==> src/rtl/seg7_scan_driver.sv <==
`default_nettype none
// ============================================================================
// Module   : seg7_scan_driver
// Purpose  : Multiplexed multi-digit 7-segment driver. Accepts a packed BCD
//            word over a valid/ready handshake into a shadow buffer, swaps it
//            into the displayed buffer only at frame boundaries, and scans one
//            digit per refresh slot with a blank guard cycle at slot start.
//            Codes 10..15 are blanked; leading zeros optionally blanked.
// Ports    : clk         - system clock, rising edge
//            reset       - asynchronous assert, active-low
//            load_valid  - bcd_in valid this cycle
//            load_ready  - shadow buffer free (load accepted on valid&&ready)
//            bcd_in      - digit i at [4i+3:4i], digit 0 least significant
//            blank_lz    - 1 = blank leading zeros (used live)
//            segments    - {g,f,e,d,c,b,a} active-high, 0 when blanked/guard
//            digit_en    - one-hot active-high digit select, 0 in guard cycle
//            frame_tick  - 1-cycle pulse in the last cycle of each frame
// Revision : 1.0 - initial release
// ============================================================================
module seg7_scan_driver #(
    parameter int NUM_DIGITS  = 4,
    parameter int REFRESH_DIV = 250
) (
    input  logic                    clk,
    input  logic                    reset,
    input  logic                    load_valid,
    output logic                    load_ready,
    input  logic [4*NUM_DIGITS-1:0] bcd_in,
    input  logic                    blank_lz,
    output logic [6:0]              segments,
    output logic [NUM_DIGITS-1:0]   digit_en,
    output logic                    frame_tick
);

    localparam int c_DIV_W  = $clog2(REFRESH_DIV);
    localparam int c_SLOT_W = $clog2(NUM_DIGITS);
    localparam logic [c_DIV_W-1:0]  c_DIV_LAST  = c_DIV_W'(REFRESH_DIV - 1);
    localparam logic [c_SLOT_W-1:0] c_SLOT_LAST = c_SLOT_W'(NUM_DIGITS - 1);

    logic [c_DIV_W-1:0]      div_cnt_q, div_cnt_d;
    logic [c_SLOT_W-1:0]     slot_q,    slot_d;
    logic [4*NUM_DIGITS-1:0] shadow_q,  shadow_d;
    logic [4*NUM_DIGITS-1:0] active_q,  active_d;
    logic                    pending_q, pending_d;

    logic       w_div_wrap;
    logic       w_slot_last;
    logic       w_frame_end;
    logic       w_accept;
    logic       w_guard;
    logic       w_zero_run;
    logic       w_lead_zero;
    logic       w_blank;
    logic [3:0] w_digit;

    // Standard active-high decoder, bit order {g,f,e,d,c,b,a}.
    function automatic logic [6:0] seg7_decode(input logic [3:0] d);
        case (d)
            4'd0:    seg7_decode = 7'h3F;
            4'd1:    seg7_decode = 7'h06;
            4'd2:    seg7_decode = 7'h5B;
            4'd3:    seg7_decode = 7'h4F;
            4'd4:    seg7_decode = 7'h66;
            4'd5:    seg7_decode = 7'h6D;
            4'd6:    seg7_decode = 7'h7D;
            4'd7:    seg7_decode = 7'h07;
            4'd8:    seg7_decode = 7'h7F;
            4'd9:    seg7_decode = 7'h6F;
            default: seg7_decode = 7'h00;
        endcase
    endfunction

    always_ff @(posedge clk or negedge reset) begin
        if (!reset) begin
            div_cnt_q <= '0;
            slot_q    <= '0;
            shadow_q  <= '0;
            active_q  <= '0;
            pending_q <= 1'b0;
        end else begin
            div_cnt_q <= div_cnt_d;
            slot_q    <= slot_d;
            shadow_q  <= shadow_d;
            active_q  <= active_d;
            pending_q <= pending_d;
        end
    end

    // Scan timing, handshake and frame-synchronous buffer swap.
    always_comb begin
        w_div_wrap  = (div_cnt_q == c_DIV_LAST);
        w_slot_last = (slot_q == c_SLOT_LAST);
        w_frame_end = w_div_wrap && w_slot_last;
        w_accept    = load_valid && !pending_q;

        div_cnt_d = w_div_wrap ? '0 : div_cnt_q + c_DIV_W'(1);
        slot_d    = slot_q;
        if (w_div_wrap) begin
            slot_d = w_slot_last ? '0 : slot_q + c_SLOT_W'(1);
        end

        shadow_d  = shadow_q;
        active_d  = active_q;
        pending_d = pending_q;
        // Accept needs pending=0 and transfer needs pending=1, so a word
        // captured on the frame_end cycle waits for the following frame_end.
        if (w_accept) begin
            shadow_d  = bcd_in;
            pending_d = 1'b1;
        end
        if (w_frame_end && pending_q) begin
            active_d  = shadow_q;
            pending_d = 1'b0;
        end
    end

    // Digit selection and blanking. Scanning from the most significant digit
    // down, w_zero_run stays high while every digit seen so far is zero.
    always_comb begin
        w_zero_run  = 1'b1;
        w_digit     = 4'd0;
        w_lead_zero = 1'b0;
        for (int i = NUM_DIGITS - 1; i >= 0; i--) begin
            w_zero_run = w_zero_run && (active_q[4*i +: 4] == 4'd0);
            if (c_SLOT_W'(i) == slot_q) begin
                w_digit     = active_q[4*i +: 4];
                w_lead_zero = w_zero_run && (i != 0);
            end
        end
        w_blank = (w_digit > 4'd9) || (blank_lz && w_lead_zero);
        // First cycle of each slot is dark to stop ghosting between digits.
        w_guard = (div_cnt_q == '0);

        digit_en   = w_guard ? '0 : (NUM_DIGITS'(1) << slot_q);
        segments   = (w_guard || w_blank) ? 7'd0 : seg7_decode(w_digit);
        frame_tick = w_frame_end;
        load_ready = !pending_q;
    end

endmodule
`default_nettype wire

==> config.mk <==
export PLATFORM = sky130hd
export DESIGN_NAME = seg7_scan_driver
export DESIGN_NICKNAME = d
export VERILOG_FILES = /design/src/rtl/seg7_scan_driver.sv
export SDC_FILE = /design/constraint.sdc
export NUM_CORES = 1
export LEC_CHECK = 0
export CORE_MARGIN = 5
export CORE_UTILIZATION = 49
export DETAILED_ROUTE_END_ITERATION = 12
export GPL_ROUTABILITY_DRIVEN = 0
export GPL_TIMING_DRIVEN = 0
export PLACE_DENSITY = 0.82
export SYNTH_ARGS = -nofsm -noshare
export SYNTH_HDL_FRONTEND = slang
export SYNTH_SLANG_ARGS = --single-unit
==> constraint.sdc <==
create_clock -name clk -period 2.45 [get_ports clk]
set_input_delay 0.245 -clock clk [delete_from_list [all_inputs] [get_ports clk]]
set_output_delay 0.245 -clock clk [all_outputs]
set_load 0.005 [all_outputs]
==> impl_metrics.env, run 1 <==
export IMPL_max_vdd_ir_drop_mv=0.3392
export IMPL_final_nets=293
export IMPL_insertedDiodeCount=0
export IMPL_hold_worst_slack_ns=0.3609
export IMPL_wirelength_mm=5.363
export IMPL_wire_per_inst_um=17.03
export IMPL_yosysSeqAreaShare=0.4666
export IMPL_dominant_combinational_cell_family_by_area_after_synthesis="multiplexers"
export IMPL_clk_insertion_delay_late_ns=0.30
export IMPL_total_of_endpoints_with_negative_setup_slack_in_the_final_report=7
export IMPL_critPathRequiredTime_ns=2.20
export IMPL_tritoncts_clock_tree="done"
export IMPL_syn_avg_cell_area_um2=11.47
export IMPL_cts_root_buffer_cell="clkbuf_8"
export IMPL_floorplan_die_width_um=78.60
export IMPL_drv_slew=0
export IMPL_total_power_mw=1.336
export IMPL_area_delta_synth_final_pct=35.59
export IMPL_ctsLongestPathBuffers=2
export IMPL_grt_setup_unrepaired="true"
export IMPL_powerDensity_nw_per_um2=427.2
export IMPL_drt_drc_violations_left=0
export IMPL_postSynthRegisterBits=43
export IMPL_grt_max_degree=32
export IMPL_cap_violations=0
export IMPL_synth_enable_flop_cells=0
export IMPL_synth_area_leader_cell="dfrtp_1"
export IMPL_drive_above_1_share=0.3870
export IMPL_clock_sink_count=43
export IMPL_fp_coreArea_um2=4661
export IMPL_synth_area_leaders="dfrtp_1 (47%), mux2_2 (11%), ha_1 (7.1%)"
export IMPL_synth_top_cell_area_share=0.4666
export IMPL_synth_simple_area_share=0.1443
export IMPL_synth_async_reset_ratio=1.000
export IMPL_post_route_period_util=1.214
export IMPL_finalCriticalPeriod_ns=2.973
export IMPL_groute_usage_overall=0.1851
export IMPL_mostFrequentLayoutCell="dfrtp_1"
export IMPL_fill_cells=345
export IMPL_gr_total_overflow=0
export IMPL_postSynthCellCount=201
export IMPL_adder_cell_fraction_of_synth_area=0.07054
export IMPL_detailedRoute_firstPassIterationCount=4
export IMPL_critical_path_max_fanout=7
export IMPL_worst_slew_margin_rel=0.5806
export IMPL_dieArea_um2=6178
export IMPL_design_portCount=33
export IMPL_route_detailed_vias_per_inst=5.568
export IMPL_hold_viol=0
export IMPL_antenna_violating_nets_post_route=0
export IMPL_total_number_of_placement_rows=25
export IMPL_yosys_most_used_dff="dfrtp_1"
export IMPL_fin_worst_skew_ns=0.009992
export IMPL_drt_initial_drc_count=185
export IMPL_initial_core_util=0.4948
export IMPL_post_synth_num_cell_types=42
export IMPL_antenna_found_initial=0
export IMPL_start_kind="register"
export IMPL_clkSlewWorstSetupHoldPaths_ns=0.08
export IMPL_hold_path_class="primary input to async pin"
export IMPL_synth_compound_gate_area_share=0.08573
export IMPL_synth_yosys_warnings=0
export IMPL_critPathArrivalTime_ns=2.73
export IMPL_worst_slew_pin_transition_ns=0.6279
export IMPL_vias=1754
export IMPL_failing_checks="negative setup slack"
export IMPL_post_route_worst_setup_slack_ns=-0.5233
export IMPL_post_synthesis_cell_area_um2=2306
export IMPL_finalCoreUtilization=0.6709
export IMPL_grt_pass1_vias=1903
export IMPL_critical_setup_path_kind="register to output port"
export IMPL_die_y_um=78.60
export IMPL_grt_first_pass_wirelength_mm=9.039
export IMPL_fmaxAchievable_ghz=0.3363
export IMPL_multiplexer_fraction_of_the_synthesized_cell_area=0.1709
export IMPL_p_leak_nw=1.350
export IMPL_syn_nets=234
export IMPL_mostFrequentLayoutCells="dfrtp_1 (43), clkdlybuf4s50_1 (24), mux2_2 (23)"
export IMPL_worstSetupEndpointType="output port"
export IMPL_post_synth_xor_area_fraction=0.01899
export IMPL_cts_made_buffers=5
export IMPL_status="finished with violations"
export IMPL_dp_final_hpwl_mm=3.452
export IMPL_htreeDepth=2
export IMPL_placement_setup_worst_slack_ns=-0.8641
export IMPL_buffer_ports_inserted=32
## synthesized netlist by cell type (all sizes together) (4+ instances only)
library cell and number:
dfrtp 43, nor2 18, inv 11, and2 8, nand2 8, buf 6
nand3 5, a211oi 7, o21ai 5, a21oi 5, mux2 32, ha 13
nor2b 4
## cell families (layout without fill, tap and decap cells)
group | after synthesis | after routing
simple gates | 60 | 60
flops | 43 | 43
mux | 32 | 32
compound gates | 29 | 29
buf+inv | 19 | 79
fa+ha+maj | 13 | 13
xor+xnor | 5 | 5
## path summary, 6_finish.rpt
path / start / endpoint / slack (ns) / cells after the start
setup / recovery: slot_q[1]$_DFFE_PN0N_ / segments[2] / -0.52 / 13
hold / removal: reset / shadow_q[13]$_DFFE_PN0P_ / 0.36 / 2
setup reg to reg: div_cnt_q[3]$_DFF_PN0_ / active_q[15]$_DFFE_PN0P_ / 0.55 / 7
hold reg to reg: shadow_q[11]$_DFFE_PN0P_ / active_q[11]$_DFFE_PN0P_ / 0.50 / 1
max in group asynchronous: reset / div_cnt_q[0]$_DFF_PN0_ / 1.63 / 3
min in group clk: shadow_q[11]$_DFFE_PN0P_ / active_q[11]$_DFFE_PN0P_ / 0.50 / 1
## critical path, stage by stage, from the launching register on
cell and delay, ns:
dfrtp_1 0.39, inv_1 0.18, ha_4 0.18, buf_6 0.14
nor3b_1 0.26, a221o_1 0.25, buf_6 0.13, ha_4 0.14
nor2_4 0.04, a211oi_2 0.16, o211ai_1 0.11, buf_4 0.18
a31oi_1 0.13, buf_2 0.14
## repair_timing
action | CTS | global route
setup endpoints to repair | 7 | 7
hold endpoints to repair | 12 | 0
hold buffers | 1 | 0
gates cloned | 0 | 0
setup buffers | 19 | 2
gates resized for setup | 70 | 4
pin swaps | 13 | 5
## final cells by class
cell class                 count  area, um2  share of cell area
clock inverter                 1      7.507            0.002401
sequential                    43       1076              0.3441
buffer                         7      65.06             0.02081
multi-input combinational    139       1300              0.4158
inverter                      11      46.29             0.01481
tap                           54      67.56             0.02161
clock buffer                   7      96.34             0.03081
timing repair buffer          53      467.9              0.1497
## routing by layer
metal / global-route usage / vias to the layer above / part of all wire
met5: 0 / - / 0
met4: 0.08217 / 0 / 0.026
met3: 0.03555 / 13 / 0.043
met2: 0.3268 / 52 / 0.52
met1: 0.2164 / 868 / 0.41
li1: - / 821 / -
## through the flow
step / instances / area, um2 / setup TNS [ns]
2_1_floorplan: 201 / 2306 / 0
3_3_place_gp: 287 / 2694 / -4.712
3_5_place_dp: 288 / 2709 / -5.429
4_1_cts: 314 / 3092 / -2.183
5_1_grt: 315 / 3127 / -3.950
6_report: 315 / 3127 / -3.045
## registers in the layout, indices dropped and copies added (netlist names)
register and cells:
pending_q 1, active_q 16, slot_q 2, shadow_q 16, div_cnt_q 8
## power by group
| group | leakage, nW | internal (mW) | switching, mW |
|---|---|---|---|
| combinational | 0.744 | 0.0523 | 0.0247 |
| clock | 0.0505 | 0.257 | 0.247 |
| sequential | 0.556 | 0.740 | 0.0150 |
| total | 1.35 | 1.05 | 0.287 |
Note: power is estimated with default switching activity, not from simulation.
==> run 2, diff against run 1 <==
--- a/config.mk
+++ b/config.mk
@@ -10,7 +10,7 @@
 export DETAILED_ROUTE_END_ITERATION = 12
 export GPL_ROUTABILITY_DRIVEN = 0
 export GPL_TIMING_DRIVEN = 0
-export PLACE_DENSITY = 0.82
+export PLACE_DENSITY = 0.76
 export SYNTH_ARGS = -nofsm -noshare
 export SYNTH_HDL_FRONTEND = slang
 export SYNTH_SLANG_ARGS = --single-unit
==> run 2 against run 1 <==
Power is 0.43% lower. First-iteration DRC count is 36% lower. Largest power group unchanged. The flow still finishes with violations (negative setup slack). Core utilization rose by 2.5 points.
==> impl_metrics.env, run 2 (synthesis gave the netlist of run 1 again) <==
export IMPL_tritoncts_clock_tree="done"
export IMPL_failing_checks="negative setup slack"
export IMPL_critical_path_max_fanout=5
export IMPL_die_y_um=78.60
export IMPL_drt_drc_violations_left=0
export IMPL_hold_path_class="primary input to async pin"
export IMPL_buffer_ports_inserted=32
export IMPL_drive_above_1_share=0.4398
export IMPL_wire_per_inst_um=17.44
export IMPL_critical_setup_path_kind="register to output port"
export IMPL_total_of_endpoints_with_negative_setup_slack_in_the_final_report=7
export IMPL_crit_slowest_cell="dfrtp_1"
export IMPL_insertedDiodeCount=0
export IMPL_regToRegEndpoint="active_q[6]$_DFFE_PN0P_"
export IMPL_drt_initial_drc_count=119
export IMPL_post_route_worst_setup_slack_ns=-0.4831
export IMPL_mostFrequentLayoutCell="dfrtp_1"
export IMPL_gr_total_overflow=0
export IMPL_grt_max_degree=41
export IMPL_start_kind="register"
export IMPL_fin_worst_skew_ns=0.01039
export IMPL_clock_sink_count=43
export IMPL_final_nets=298
export IMPL_hold_viol=0
export IMPL_worstSetupEndpointType="output port"
export IMPL_clk_insertion_delay_late_ns=0.30
export IMPL_critPathRequiredTime_ns=2.20
export IMPL_max_vdd_ir_drop_mv=0.3630
export IMPL_antenna_violating_nets_post_route=0
export IMPL_cts_made_buffers=5
export IMPL_antenna_found_initial=0
export IMPL_grt_setup_unrepaired="true"
export IMPL_worst_r2r_startpoint="div_cnt_q[3]$_DFF_PN0_"
export IMPL_detailedRoute_firstPassIterationCount=4
export IMPL_worst_r2r_path_depth=7
export IMPL_critPathArrivalTime_ns=2.69
export IMPL_cts_root_buffer_cell="clkbuf_8"
export IMPL_finalCoreUtilization=0.6958
export IMPL_route_detailed_vias_per_inst=5.619
export IMPL_design_portCount=33
export IMPL_area_delta_synth_final_pct=40.64
export IMPL_largestRegisters="active_q x16, shadow_q x16, div_cnt_q x8"
export IMPL_fp_coreArea_um2=4661
export IMPL_floorplan_die_width_um=78.60
export IMPL_fill_cells=309
export IMPL_grt_pass1_vias=1810
export IMPL_status="finished with violations"
export IMPL_dp_final_hpwl_mm=3.143
export IMPL_p_leak_nw=1.381
export IMPL_initial_core_util=0.4948
export IMPL_ctsLongestPathBuffers=2
export IMPL_register_to_register_path_setup_slack_ns=0.48
export IMPL_post_route_period_util=1.197
export IMPL_vias=1798
export IMPL_worst_slew_pin_transition_ns=0.5498
export IMPL_worst_path_largest_cell_delay_ns=0.39
export IMPL_grt_first_pass_wirelength_mm=8.721
export IMPL_dieArea_um2=6178
export IMPL_critical_path_cell_chain="inv_2 > ha_4 > buf_8 > a211oi_2 > o21ai_2 > and2_4 > inv_4 > ha_4 > nor2_4 > a211oi_2 > o211ai_1 > buf_4 > a31oi_1 > buf_2"
export IMPL_htreeDepth=2
export IMPL_clkSlewWorstSetupHoldPaths_ns=0.09
export IMPL_powerDensity_nw_per_um2=410.1
export IMPL_wirelength_mm=5.580
export IMPL_fmaxAchievable_ghz=0.3409
export IMPL_cap_violations=0
export IMPL_drv_slew=0
export IMPL_total_number_of_placement_rows=25
export IMPL_mostFrequentLayoutCells="dfrtp_1 (42), clkdlybuf4s50_1 (24), mux2_2 (23)"
export IMPL_finalCriticalPeriod_ns=2.933
export IMPL_worst_slew_margin_rel=0.6334
export IMPL_groute_usage_overall=0.1808
export IMPL_hold_worst_slack_ns=0.2865
==> run 2: cell type report <==
type | count | area [um2] | area share
multi-input combinational | 139 | 1359 | 0.4190
inverter | 11 | 43.79 | 0.01350
tap | 54 | 67.56 | 0.02083
buffer | 7 | 72.57 | 0.02238
clock buffer | 8 | 100.1 | 0.03086
timing repair buffer | 58 | 523.0 | 0.1613
sequential | 43 | 1077 | 0.3322
==> run 2: how the worst max path moves through the flow <==
stage                          start          end  slack (ns)
6_report       slot_q[1]$_DFFE_PN0N_  segments[2]       -0.48
5_1_grt        slot_q[1]$_DFFE_PN0N_  segments[2]       -0.58
4_1_cts        slot_q[0]$_DFFE_PN0N_  segments[2]       -0.40
3_5_place_dp   slot_q[0]$_DFFE_PN0N_  segments[1]       -0.86
3_3_place_gp   slot_q[0]$_DFFE_PN0N_  segments[1]       -0.77
2_1_floorplan  slot_q[0]$_DFFE_PN0N_  segments[1]        0.01
==> run 2: what timing repair did <==
action / in CTS / in global routing
resized for setup: 82 / 9
pin swaps: 20 / 13
gates cloned: 0 / 1
hold endpoints to repair: 43 / 0
setup buffers: 18 / 5
endpoints found under the setup margin: 7 / 7
hold buffers: 1 / 0
==> run 2: per-layer routing <==
layer | track usage | share of wire | vias to the layer above
li1 | - | - | 823
met3 | 0.04472 | 0.051 | 13
met2 | 0.2954 | 0.51 | 55
met4 | 0.07168 | 0.021 | 0
met1 | 0.2292 | 0.42 | 907
met5 | 0 | 0 | -
==> run 2: stage by stage <==
stage / worst slack, ns / instance area, um2 / setup TNS (ns) / instances / total power, mW
after floorplan: 0.009657 / 2306 / 0 / 201 / 0.7915
after global placement: -0.7655 / 2694 / -4.817 / 287 / 0.8410
after global routing: -0.5762 / 3243 / -3.368 / 320 / 1.382
after CTS: -0.4033 / 3156 / -1.908 / 314 / 1.334
after detailed placement: -0.8641 / 2709 / -5.233 / 288 / 0.8477
final: -0.4831 / 3243 / -2.655 / 320 / 1.330
==> run 2: critical path, delay by kind of cell (launching register included) <==
family / cells / cell delay (ns)
AO/OA/AOI/OAI: 5 / 0.78
AND/OR/NAND/NOR: 2 / 0.22
flip-flops: 1 / 0.39
buffers and inverters: 5 / 0.64
adder cells (fa/ha/maj): 2 / 0.36
==> run 2: report_power, final <==
group          switching, mW  internal, mW  leakage (nW)
sequential            0.0163         0.740         0.554
combinational         0.0244        0.0523         0.775
clock                  0.240         0.257        0.0515
==> run 3, diff against run 2 <==
--- a/config.mk
+++ b/config.mk
@@ -6,11 +6,12 @@
 export NUM_CORES = 1
 export LEC_CHECK = 0
 export CORE_MARGIN = 5
-export CORE_UTILIZATION = 49
+export CORE_UTILIZATION = 57
 export DETAILED_ROUTE_END_ITERATION = 12
+export DONT_BUFFER_PORTS = 1
 export GPL_ROUTABILITY_DRIVEN = 0
 export GPL_TIMING_DRIVEN = 0
-export PLACE_DENSITY = 0.76
+export PLACE_DENSITY = 0.75
 export SYNTH_ARGS = -nofsm -noshare
 export SYNTH_HDL_FRONTEND = slang
 export SYNTH_SLANG_ARGS = --single-unit
==> run 3 against run 2 <==
The flow still finishes with violations (negative setup slack). Critical endpoint unchanged. Sequential share of layout area grew 3.9 points. Global-route usage grew 1.4 points. Critical path type unchanged. Power shrank 6.6%. Critical path depth is the same.
==> impl_metrics.env, run 3 (synthesis gave the netlist of run 1 again) <==
export IMPL_status="finished with violations"
export IMPL_failing_checks="negative setup slack"
export IMPL_hold_path_startpoint="load_valid"
export IMPL_cts_made_buffers=5
export IMPL_route_detailed_vias_per_inst=6.000
export IMPL_worst_slew_pin_transition_ns=0.5543
export IMPL_wire_per_inst_um=19.97
export IMPL_mostFrequentLayoutCells="dfrtp_1 (43), mux2_2 (23), buf_4 (17)"
export IMPL_worst_r2r_startpoint="div_cnt_q[3]$_DFF_PN0_"
export IMPL_start_kind="register"
export IMPL_p_sw_frac=0.2225
export IMPL_htreeDepth=2
export IMPL_clock_sink_count=43
export IMPL_power_frac_comb=0.039
export IMPL_insertedDiodeCount=0
export IMPL_mostFrequentLayoutCell="dfrtp_1"
export IMPL_drive_above_1_share=0.4530
export IMPL_fill_cells=266
export IMPL_detailedRoute_firstPassIterationCount=4
export IMPL_placement_setup_worst_slack_ns=-0.3800
export IMPL_post_route_period_util=1.155
export IMPL_largestRegisters="active_q x16, shadow_q x16, div_cnt_q x8"
export IMPL_internal_power_mw=0.9662
export IMPL_finalCriticalPeriod_ns=2.830
export IMPL_dieArea_um2=5418
export IMPL_worstHoldPathCells=2
export IMPL_final_nets=266
export IMPL_grt_pass1_vias=1754
export IMPL_total_number_of_placement_rows=23
export IMPL_drt_initial_drc_count=135
export IMPL_antenna_found_initial=0
export IMPL_grt_first_pass_wirelength_mm=8.162
export IMPL_groute_usage_overall=0.1949
export IMPL_antenna_violating_nets_post_route=0
export IMPL_wirelength_mm=5.671
export IMPL_worstSetupEndpointType="output port"
export IMPL_cts_root_buffer_cell="clkbuf_8"
export IMPL_critical_path_max_fanout=10
export IMPL_groute_layer_met2_usage=0.3189
export IMPL_drv_slew=0
export IMPL_critPathArrivalTime_ns=2.58
export IMPL_clk_insertion_delay_late_ns=0.29
export IMPL_fin_worst_skew_ns=0.006045
export IMPL_globalRoute_busiestLayer="met2"
export IMPL_post_route_worst_setup_slack_ns=-0.3799
export IMPL_worst_r2r_path_depth=7
export IMPL_initial_core_util=0.5807
export IMPL_floorplan_die_width_um=73.61
export IMPL_regToRegEndpoint="active_q[0]$_DFFE_PN0P_"
export IMPL_power_switching_mw=0.2765
export IMPL_holdPathEnd="pending_q$_DFFE_PN0P_"
export IMPL_max_vdd_ir_drop_mv=0.4439
export IMPL_power_share_clock=0.352
export IMPL_worst_slew_margin_rel=0.6304
export IMPL_met3_usage=0.03967
export IMPL_gr_total_overflow=0
export IMPL_grt_setup_unrepaired="true"
export IMPL_drt_drc_violations_left=0
export IMPL_fmaxAchievable_ghz=0.3534
export IMPL_powerDensity_nw_per_um2=429.0
export IMPL_buffer_ports_inserted=0
export IMPL_hold_path_class="primary input to register"
export IMPL_grt_max_degree=44
export IMPL_clkSlewWorstSetupHoldPaths_ns=0.08
export IMPL_p_leak_nw=1.262
export IMPL_finalCoreUtilization=0.7294
export IMPL_fp_coreArea_um2=3971
export IMPL_dp_final_hpwl_mm=3.379
export IMPL_tritoncts_clock_tree="done"
export IMPL_die_y_um=73.61
export IMPL_critical_setup_path_kind="register to output port"
export IMPL_area_delta_synth_final_pct=25.61
export IMPL_groute_layer_met1_usage=0.2513
export IMPL_register_to_register_path_setup_slack_ns=0.51
export IMPL_vias=1704
export IMPL_hold_viol=0
export IMPL_seqPwrFrac=0.609
export IMPL_critPathRequiredTime_ns=2.20
export IMPL_design_portCount=33
export IMPL_ctsLongestPathBuffers=2
export IMPL_cap_violations=0
export IMPL_total_of_endpoints_with_negative_setup_slack_in_the_final_report=7
[run 3: critical path, stage by stage, from the launching register on]
cell	delay [ns]
dfrtp_1	0.39
buf_6	0.13
inv_6	0.04
ha_4	0.16
buf_6	0.14
a211oi_2	0.19
o21ai_1	0.12
and2_4	0.19
inv_6	0.08
ha_4	0.14
nor2_4	0.04
a211oi_2	0.17
o211ai_1	0.13
buf_4	0.20
a31oi_4	0.15
[run 3: through the flow]
stage | cell area, um2 | TNS, ns | cells | total power [mW] | hold slack (ns)
2_1_floorplan | 2306 | 0 | 201 | 0.7915 | -0.05059
5_1_grt | 2897 | -2.937 | 284 | 1.295 | 0.08959
4_1_cts | 2698 | -1.755 | 273 | 1.249 | 0.08054
3_3_place_gp | 2369 | -1.195 | 251 | 0.7967 | -0.04936
6_report | 2897 | -2.239 | 284 | 1.243 | 0.08229
3_5_place_dp | 2369 | -2.078 | 251 | 0.8027 | -0.04953
[run 3: cell type report]
cell class,count,area [um2],area share
multi-input cells,139,1323,0.4566
flip-flops and latches,43,1076,0.3715
repair buffers,26,230.2,0.07948
clock buffers,6,72.57,0.02505
plain buffers,7,68.82,0.02376
well taps,50,62.56,0.02160
inverters,11,51.30,0.01771
clock inverters,2,12.51,0.004320
[run 3: timing repair]
action,4_1_cts,5_1_grt
hold buffers,2,0
resized for setup,33,28
setup buffers,13,12
hold endpoints to repair,43,0
setup endpoints to repair,7,7
pin swaps,7,17
[run 3: how the worst max path moves through the flow]
stage | cells past startpoint | slack (ns) | end | start
2_1_floorplan | 12 | 0.01 | segments[1] | slot_q[0]$_DFFE_PN0N_
4_1_cts | 12 | -0.28 | segments[2] | slot_q[0]$_DFFE_PN0N_
5_1_grt | 12 | -0.48 | segments[2] | slot_q[1]$_DFFE_PN0N_
3_3_place_gp | 12 | -0.26 | segments[1] | slot_q[0]$_DFFE_PN0N_
6_report | 14 | -0.38 | segments[2] | slot_q[0]$_DFFE_PN0N_
3_5_place_dp | 12 | -0.38 | segments[1] | slot_q[0]$_DFFE_PN0N_
[run 3: routing by layer]
layer	routed length (um)	up-vias
li1	-	767
met1	2232	845
met2	3024	78
met3	271	14
met4	142	0
met5	0	-
[run 3: power by group through the flow]
stage / Sequential [mW] / Combinational, mW / Clock, mW
finish: 0.757 / 0.0482 / 0.438
global route: 0.761 / 0.0555 / 0.479
CTS: 0.757 / 0.0500 / 0.442
detailed placement: 0.772 / 0.0311 / 0
global placement: 0.768 / 0.0282 / 0
floorplan: 0.764 / 0.0275 / 0
==> edit 1 (config.mk and constraints of run 2) <==
The parameter `NUM_DIGITS` goes from 4 to 16.
--- a/src/rtl/seg7_scan_driver.sv
+++ b/src/rtl/seg7_scan_driver.sv
@@ -20,3 +20,3 @@
 module seg7_scan_driver #(
-    parameter int NUM_DIGITS  = 4,
+    parameter int NUM_DIGITS  = 16,
     parameter int REFRESH_DIV = 250
Interface: changed (resized bcd_in and digit_en); port bits go from 33 to 93. The function was not compared with the original's and may differ.
==> edit 1 against run 2 <==
- the run still ends with negative setup slack left
- sequential share of layout area increased by 4.8 points
- sequential cell count grew 98
- final area rose to 2.9 times the old value
- synthesized cell count rose to 3.0 times the old value
- count of clock-buffer cells in the layout increased by 12
- worst setup slack got worse by 890 ps
- wire length grew to 3.3 times the old value
- total power rose to 4.1 times the old value
- combinational power rose to 3.6 times the old value
- synthesized area rose to 3.0 times the old value
- largest cell class is now registers
- largest power group is now the clock network
==> edit 1: results <==
export IMPL_cp_arrival_ps=3580
export IMPL_slew_headroom_pct=48.0
export IMPL_worst_r2r_path_depth=9
export IMPL_grt_pass1_wl_um=29100
export IMPL_dpl_worst_slack_ps=-1520
export IMPL_p_int_mw=4.28
export IMPL_port_buffers=92
export IMPL_drive_above_1_share_pct=36.0
export IMPL_r2r_slack_ps=40
export IMPL_synthTopCellsByCount="dfrtp_1, mux2_2, nand2_1, nor2_1, buf_2"
export IMPL_outcome="complete, but fails checks"
export IMPL_synthTopCellsByArea="dfrtp_1, mux2_2, ha_1"
export IMPL_synth_xor_area_share_pct=0.504
export IMPL_violations="negative setup slack"
export IMPL_yosys_cell_types_count=62
export IMPL_r2r_start="slot_q[0]"
export IMPL_clock_skew_ps=8.07
export IMPL_post_cts_buffers=22
export IMPL_grt_total_usage_pct=22.5
export IMPL_crit_slowest_cell="o41a_1"
export IMPL_comb_power_share_pct=5.1
export IMPL_yosys_area_share_adder_pct=2.52
export IMPL_layoutNonFillerInstCount=932
export IMPL_nNetsFinal=822
export IMPL_avgSynthCellArea_um2=11.6
export IMPL_cts_resized=86
export IMPL_htree_num_levels=4
export IMPL_power_density_nw_per_um2=581
export IMPL_wl_um=18200
export IMPL_leakage_nw=4.28
export IMPL_setup_ws_ps=-1370
export IMPL_path_clk_slew_ps=60
export IMPL_synth_seq_area_share_pct=50.7
export IMPL_detailed_place_area_um2=8210
export IMPL_numCtsBuffers=17
export IMPL_via_per_inst=5.94
export IMPL_ctsRootBufferMaster="clkbuf_16"
export IMPL_slowest_delay_ps=440
export IMPL_reg_largest_list="active_q: 64 flops, shadow_q: 64 flops, div_cnt_q: 8 flops"
export IMPL_hpwl_um=12500
export IMPL_grt_pass1_vias=5804
export IMPL_first_iter_violations=468
export IMPL_synth_compound_area_share_pct=10.8
export IMPL_synth_mux_area_share_pct=20.2
export IMPL_synth_fp_nets=683
export IMPL_grt_max_degree=102
export IMPL_worst_ir_drop_vdd_uv=478
export IMPL_crit_fanout=6
export IMPL_dp_cells=874
export IMPL_insertion_delay_ps=430
export IMPL_fin_tns_setup_ps=-8800
export IMPL_final_setup_viol_count=11
edit 1: cell types whose count changed after synthesis, sizes merged, moves of 13 or more:
| cell | change |
|---|---|
| mux2 | +92 |
| nand2 | +33 |
| nor4 | +13 |
| dfrtp | +98 |
| a21oi | +15 |
| nor2 | +21 |
| buf | +16 |
edit 1: kinds of logic (layout without fill, tap and decap cells):
kind of cell	after synthesis	in the layout
compound gates	106	106
xor+xnor	4	4
fa+ha+maj	14	14
buf+inv	53	204
flops	141	141
mux	125	125
simple gates	158	158
edit 1: worst max-delay path by stage:
| stage | start | to | cells past startpoint | slack (ps) |
|---|---|---|---|---|
| after floorplan | slot_q[0] | segments[3] | 11 | -420 |
| after global placement | reset | div_cnt_q[2] | 1 | -4040 |
| after detailed placement | slot_q[1] | segments[0] | 12 | -1520 |
| after CTS | slot_q[0] | segments[3] | 13 | -1270 |
| after global routing | slot_q[0] | segments[6] | 14 | -1470 |
| final | slot_q[0] | segments[6] | 14 | -1370 |
edit 1: worst register-to-register path: stages (launching register included):
cell and delay (ps):
dfrtp_1 420, ha_2 270, buf_4 210, inv_2 130, nor2_2 150, and3_1 170
buf_4 180, buf_6 180, buf_4 220, mux2_2 350
edit 1: routing by layer:
layer / vias up / wire, um / GRT usage, %
met5: - / 0 / 0
met1: 2696 / 7300 / 27.9
met3: 70 / 1540 / 7.17
met2: 278 / 8850 / 36.3
li1: 2490 / - / -
met4: 0 / 529 / 9.88
edit 1: cell type report:
class                           count  area (um2)
Clock buffer                       20         457
Sequential cell                   141        3530
Buffer                             35         269
Multi-Input combinational cell    407        3450
Inverter                           18        67.6
Clock inverter                     11         143
Timing Repair Buffer              120        1160
Tap cell                          180         225
Fill cell                        1002        4590
==> edit 2 (config.mk and constraints of run 2) <==
Without the edit above. Make the reset (`reset`) synchronous in one clocked block. Comments in the files are not updated.
--- a/src/rtl/seg7_scan_driver.sv
+++ b/src/rtl/seg7_scan_driver.sv
@@ -72,3 +72,3 @@
 
-    always_ff @(posedge clk or negedge reset) begin
+    always_ff @(posedge clk) begin
         if (!reset) begin
Check against the original RTL: differs if reset is asserted again (counterexample within 4 cycles, from zero or initial values and one cycle with reset low); with reset held inactive, the same outputs for 10 cycles.
==> edit 2 against run 2 <==
- the run still ends with negative setup slack left
- non-clock buffer count did not move
- cell count grew 15%
- hold slack better by 180 ps
- register-to-register slack improved by 190 ps
- die area is 1.9% lower
- sequential cell count unchanged
- worst setup slack gained 200 ps
- sequential share of layout area shrank 5.2 points
- total power increased by 2.4%
- via count grew 5.8%
- wire length is 9.6% lower
- synthesized area decreased by 2.2%
- final area decreased by 4.4%
- critical path type unchanged
- highest routed layer unchanged
==> edit 2: results <==
export IMPL_dr_total_vias=1902
export IMPL_slowest_delay_ps=470
export IMPL_synth_xor_area_share_pct=2.33
export IMPL_leakage_nw=1.12
export IMPL_numCtsBuffers=5
export IMPL_min_path_type="flip-flop to flip-flop"
export IMPL_port_buffers=32
export IMPL_synthArstFlopShare_pct=0
export IMPL_crit_fanout=8
export IMPL_hpwl_um=3420
export IMPL_worst_ir_drop_vdd_uv=360
export IMPL_grt_pass1_vias=1793
export IMPL_synth_mux_area_share_pct=9.37
export IMPL_grt_total_usage_pct=16.5
export IMPL_wl_um=5050
export IMPL_synth_fp_nets=291
export IMPL_crit_slowest_cell="a221o_2"
export IMPL_grt_pass1_wl_um=8270
export IMPL_final_setup_viol_count=7
export IMPL_yosys_cell_types_count=36
export IMPL_outcome="complete, but fails checks"
export IMPL_nNetsFinal=349
export IMPL_ys_flop_type="dfxtp_1"
export IMPL_drive_above_1_share_pct=23.7
export IMPL_violations="negative setup slack"
export IMPL_synth_edf_count=0
export IMPL_power_switching_mw=0.314
export IMPL_nFillCells=350
export IMPL_dpl_worst_slack_ps=-581
export IMPL_clock_skew_ps=4.94
export IMPL_synthTopCellsByCount="nand2_1, dfxtp_1, mux2i_1, nor2b_1, nor2_1"
export IMPL_grt_max_degree=14
export IMPL_slew_headroom_pct=58.9
export IMPL_first_iter_violations=137
export IMPL_synthTopCellsByArea="dfxtp_1, mux2i_1, nand2_1"
export IMPL_setup_ws_ps=-286
export IMPL_yosys_area_share_adder_pct=7.21
export IMPL_hold_buffers=0
export IMPL_synth_compound_area_share_pct=11.7
edit 2: final cells by class:
type,instances,area (um2),share of cell area [%]
well taps,52,65.1,2.10
flip-flops and latches,43,868,28.0
clock inverters,1,7.51,0.242
inverters,13,58.8,1.90
repair buffers,53,462,14.9
multi-input cells,188,1440,46.5
clock buffers,7,96.3,3.11
plain buffers,12,100,3.23
edit 2: power groups by stage:
stage / clock network [mW] / registers, mW / logic [mW]
after global routing: 0.526 / 0.734 / 0.153
final: 0.494 / 0.732 / 0.136
after global placement: 0 / 0.749 / 0.147
after CTS: 0.505 / 0.731 / 0.139
after floorplan: 0 / 0.745 / 0.0664
after detailed placement: 0 / 0.750 / 0.150
edit 2: stage by stage:
step	cell area (um2)	utilization, %	cells	TNS (ps)
after floorplan	2260	-	258	0
after global placement	2640	59.8	342	-3550
after detailed placement	2640	59.8	342	-3850
after CTS	2970	67.4	364	-1210
after global routing	3100	70.2	369	-2330
final	3100	70.2	369	-1520
edit 2: logic make-up (layout without fill, tap and decap cells):
group | Yosys count | after routing
adders and majority gates | 13 | 13
buffers and inverters | 27 | 86
muxes | 21 | 21
and+or+nand+nor | 111 | 111
xor gates and xnor gates | 6 | 6
DFF | 43 | 43
AOI/OAI and AO/OA | 37 | 37
edit 2: metal layers:
layer | routed length, um | track usage, %
met1 | 2290 | 20.3
met2 | 2400 | 27.7
met3 | 259 | 3.82
met4 | 90 | 6.53
met5 | 0 | 0
edit 2: worst max-delay path, delay by kind of cell (launching register included):
family	cells	cell delay, ps
AOI/OAI and AO/OA	2	600
buffers and inverters	4	510
DFF	1	410
adders and majority gates	2	330
muxes	1	290
and+or+nand+nor	1	50
edit 2: final timing paths:
check | from | to | slack [ps] | cells after the start
setup / recovery | slot_q[0] | segments[4] | -290 | 10
hold / removal | shadow_q[4] | shadow_q[4] | 470 | 2
hold reg to reg | shadow_q[4] | shadow_q[4] | 470 | 2
setup reg to reg | div_cnt_q[4] | active_q[15] | 670 | 7
edit 2: repair_timing:
action                                  in CTS  in global routing
resized for setup                           70                 16
buffers inserted                            16                  5
gates cloned                                 0                  0
pin swaps                                    9                  6
endpoints found under the setup margin       7                  7
